## src/rtl/plic_pending_arbiter.sv

```systemverilog
// Pending/claim arbiter for a single hart context.
// Latches gateway requests into pending bits, selects the highest-priority
// pending source (lowest ID on ties), drives the context irq, and serves
// claim/complete requests, pulsing gw_complete back to the gateways.
module plic_pending_arbiter #(
    parameter int NUM_SRC = 8,
    parameter int PRIO_W  = 3,
    localparam int ID_W   = $clog2(NUM_SRC + 1)
) (
    input  logic                      clock,
    input  logic                      reset,
    input  logic [NUM_SRC-1:0]        gw_valid,
    output logic [NUM_SRC-1:0]        gw_ready,
    output logic [NUM_SRC-1:0]        gw_complete,
    input  logic [NUM_SRC*PRIO_W-1:0] src_prio,
    input  logic [PRIO_W-1:0]         threshold,
    output logic                      irq,
    input  logic                      claim_valid,
    output logic                      claim_rsp_valid,
    output logic [ID_W-1:0]           claim_id,
    input  logic                      complete_valid,
    input  logic [ID_W-1:0]           complete_id
);

    logic [NUM_SRC-1:0] pending;
    logic [NUM_SRC-1:0] in_service;
    logic [NUM_SRC-1:0] accept;
    logic [NUM_SRC-1:0] claim_hit;
    logic [NUM_SRC-1:0] complete_hit;
    logic [ID_W-1:0]    best_id;
    logic [PRIO_W-1:0]  best_prio;

    // A source can only be re-requested once it is neither pending nor in service.
    assign gw_ready = ~pending & ~in_service;
    assign accept   = gw_valid & gw_ready;

    // Pick the pending source with the highest non-zero priority; the strict
    // compare on an ascending scan lets the lowest ID win ties.
    always_comb begin
        best_id   = '0;
        best_prio = '0;
        for (int i = 0; i < NUM_SRC; i++) begin
            if (pending[i] && (src_prio[i*PRIO_W +: PRIO_W] > best_prio)) begin
                best_prio = src_prio[i*PRIO_W +: PRIO_W];
                best_id   = ID_W'(i + 1);
            end
        end
    end

    // One-hot decode of the claimed source and of a legal completion; an ID of
    // 0, out of range, or not in service matches no bit and is ignored.
    always_comb begin
        claim_hit    = '0;
        complete_hit = '0;
        for (int i = 0; i < NUM_SRC; i++) begin
            claim_hit[i]    = claim_valid && (best_id == ID_W'(i + 1));
            complete_hit[i] = complete_valid && (complete_id == ID_W'(i + 1)) && in_service[i];
        end
    end

    // State update: accept/claim move sources pending -> in service, completes
    // release them. The masks touch disjoint bits, so ordering is irrelevant.
    always_ff @(posedge clock) begin
        if (!reset) begin
            pending         <= '0;
            in_service      <= '0;
            gw_complete     <= '0;
            irq             <= 1'b0;
            claim_rsp_valid <= 1'b0;
            claim_id        <= '0;
        end else begin
            pending         <= (pending | accept) & ~claim_hit;
            in_service      <= (in_service | claim_hit) & ~complete_hit;
            gw_complete     <= complete_hit;
            irq             <= (best_prio > threshold);
            claim_rsp_valid <= claim_valid;
            if (claim_valid) begin
                claim_id <= best_id;
            end
        end
    end

endmodule

```

## config.mk

```make
export PLATFORM = sky130hd
export DESIGN_NAME = plic_pending_arbiter
export DESIGN_NICKNAME = d
export VERILOG_FILES = /design/src/rtl/plic_pending_arbiter.sv
export SDC_FILE = /design/constraint.sdc
export NUM_CORES = 1
export LEC_CHECK = 0
export ABC_AREA = 0
export ABC_CLOCK_PERIOD_IN_PS = 18600
export CORE_MARGIN = 2
export CORE_UTILIZATION = 52
export CTS_CLUSTER_DIAMETER = 30
export DETAILED_ROUTE_END_ITERATION = 6
export PLACE_DENSITY = 0.9
export SETUP_SLACK_MARGIN = 0.4
export SKIP_LAST_GASP = 1
export SYNTH_ARGS = -nofsm -noshare
export SYNTH_HDL_FRONTEND = slang
export SYNTH_SLANG_ARGS = --single-unit
```

## constraint.sdc

```tcl
create_clock -name clock -period 18.6 [get_ports clock]
set_clock_uncertainty 0.2 [all_clocks]
set_input_delay 1.86 -clock clock [delete_from_list [all_inputs] [get_ports clock]]
set_output_delay 1.86 -clock clock [all_outputs]
set_load 0.01 [all_outputs]
```

==> reports/results.ini <==
[global_routing]
grt_pass1_wl_mm = 10.5
antenna_found_initial = 0
first_global_vias = 2295
grt_usage_pct = 26.2
grt_overflow_total = 0
grt_max_degree = 18

[worst_setup_path]
reg2reg_slack_ps = 7590
cp-end-kind = flip-flop
crit_fanout = 12
critPathKind = in2reg
cp_slowest_cell = clkdlybuf4s50_1
start_kind = input pin
crit_family = simple AND/OR/NAND/NOR gates
path_buf_inv = 2
reg2reg_from = pending[0]
crit_top_cell = nor2_1
reg2reg_depth = 49
worst_path_largest_cell_delay_ps = 470
r2r_end = pending[2]
arrival_ps = 12560
crit_required_ps = 18550

[cts]
htree_levels = 2
cts_hold_buf = 0
path_clk_slew_ps = 60
cts_root_buf = clkbuf_8
numCtsBuffers = 5
postCtsResizedCells = 0
clock_latency_ps = 280
cts_tree = done
cts_max_path_buffers = 2
cts.sinks = 30
cts_setup_buffers = 0

[die]
io_pins = 65
die_area_um2 = 4850
die_height_um = 69.6
coreArea_um2 = 4090
start_util_pct = 54.8
die_w_um = 69.6
row_count = 23

[sta]
setup_tns_ps = 0
worstMarginPinSlew_ps = 531
hold_slack_ps = 297
finalSetupViolCount = 0
period_share_pct = 67.8
slew_headroom_pct = 64.5
maxClockFrequency_mhz = 79.3
finalHoldViolCount = 0
min_period_ps = 12610
rsz0062_at_grt = no
finalMaxSlewViolations = 0
timing.final.ws_setup_ps = 5990

[detailed_routing]
drt-initial-drc-count = 133
wl_per_cell_um = 15.5
drtAntennaViolNets = 0
drt-pass1-iter-count = 4
viasPerCell = 5.84
routed_wl_mm = 6.26
vias = 2364
drc = 0

[layout]
n_antenna_cell = 0
layout_common_cells = 64 x clkdlybuf4s50_1, 37 x nor2_1, 30 x dfxtp_1, 23 x inv_1, 17 x nand2_1
final_common_cell = clkdlybuf4s50_1
fill_cells = 308
nets = 413
final_util_pct = 75.1
areaGrowthSynthToFinish_pct = 37.1
drive_above_1_share_pct = 7.61

[run]
maxCapViolCount = 0

[logic_synthesis]
synth.area.mux_share_pct = 1.45
synth_top_family_by_area = simple AND/OR/NAND/NOR gates
syn-instance-count = 287
synth_xor_area_share_pct = 0
syn_area_per_cell_um2 = 7.80
synth_top_area_share_pct = 26.8
netlist_area_um2 = 2240
synth_simple_gate_area_share_pct = 28.9
synth_seq_area_share_pct = 26.8
synthAdderAreaFrac_pct = 9.89
synth_warnings = 0
ys_ff_latch = 30
synth_area_leaders = dfxtp_1 27%, ha_1 8.9%, nor2_1 6.2%
synth_nets = 346
synth_compound_area_share_pct = 28.3
synth-main-ff-cell = dfxtp_1
synth_cell_types = 60
yosys.area.top_type = dfxtp_1
synth_edf_count = 0
async_flop_share_pct = 0

[worst_hold_path]
hp-start = claim_id[2]
min_to = claim_id[2]
min_path_type = reg2reg
min_path_cells = 1

[power_and_ir_drop]
vdd_drop_max_mv = 0.0750
powerDensity_nw_per_um2 = 93.5
total_power_uw = 287
power_leakage_uw = 0.00121

[place]
place_ws_ps = 5860
numPortBuffers = 64
post-dp-hpwl_mm = 4.81
place.gp.congestion = 0.889

[outcome]
status = finished, final reports clean

-- cell usage after synthesis (2+ instances only) --
master     number
o22ai_1         3
dfxtp_1        30
nor2_1         37
or2_2           3
a211oi_1        4
clkbuf_1        4
nor3_1         15
nand2_1        17
inv_1          23
a31o_1          2
o221a_1         3
and4_1          2
mux2_2          2
a311oi_1        2
and2_1          7
o21a_1          7
nand3_1        13
o31a_1          3
and3b_1         2
o21ai_0        12
o221ai_1        2
a31oi_1         5
a21oi_1        16
ha_1           16
o2111ai_1       2
nand2b_1        7
a21o_1          5
and3_1          4
nor2b_1         7
o21ai_1         2
-- through the flow --
step	instance area, um^2	cells
2_1_floorplan	2240	287
3_3_place_gp	2930	397
3_5_place_dp	2930	397
4_1_cts	3070	405
5_1_grt	3070	405
6_report	3070	405
-- routing by layer --
layer | track usage, % | wire, um | share of wire [%] | vias up
li1 | - | - | - | 1194
met1 | 34.1 | 2750 | 44 | 1085
met2 | 45.7 | 3040 | 49 | 75
met3 | 3.63 | 392 | 6.3 | 10
met4 | 6.20 | 76 | 1.2 | 0
met5 | 0 | 0 | 0 | -
-- layout make-up --
type                            instances  area, um^2  share of cell area, %
Clock inverter                          2        60.1                   1.96
Clock buffer                            6        82.6                   2.69
Multi-Input combinational cell        229        1530                   50.0
Timing Repair Buffer                   64         641                   20.9
Inverter                               24        90.1                   2.93
Sequential cell                        30         601                   19.6
Tap cell                               50        62.6                   2.04
-- worst reg2reg max path: cells and delay by family (launching register included) --
| kind | cells | cell delay, ps |
|---|---|---|
| adder cells (fa/ha/maj) | 7 | 1990 |
| AO/OA/AOI/OAI | 15 | 2880 |
| flip-flops | 1 | 420 |
| AND/OR/NAND/NOR | 24 | 4510 |
| multiplexers | 2 | 810 |
| buffers and inverters | 1 | 80 |
-- registers in the layout (all words and copies together), names as in the netlist --
name and flops:
claim_id 4, claim_rsp_valid 1, gw_complete 8, in_service 8, pending 8, irq 1
-- power by group --
group          leakage, uW  internal (uW)  switching [uW]  total (uW)
clock            0.0000714           57.1            23.7        80.8
combinational     0.000894           61.0            66.4         127
sequential        0.000246           71.6            7.26        78.8
total              0.00121            190            97.3         287
-- cells by family (layout without fill, tap and decap cells) --
family / Yosys count / after routing
AND/OR/NAND/NOR: 123 / 123
AO/OA/AOI/OAI: 85 / 85
flip-flops: 30 / 30
buffers and inverters: 28 / 96
adder cells (fa/ha/maj): 18 / 18
multiplexers: 3 / 3
-- how the worst max path moves through the flow --
stage	start	to	cells past startpoint
finish	src_prio[2]	pending[2]	50
global route	src_prio[2]	pending[2]	51
floorplan	src_prio[2]	pending[0]	49
detailed placement	src_prio[2]	pending[2]	51
global placement	src_prio[2]	pending[2]	51
CTS	src_prio[2]	pending[2]	50
Note: power is estimated with default switching activity, not from simulation.
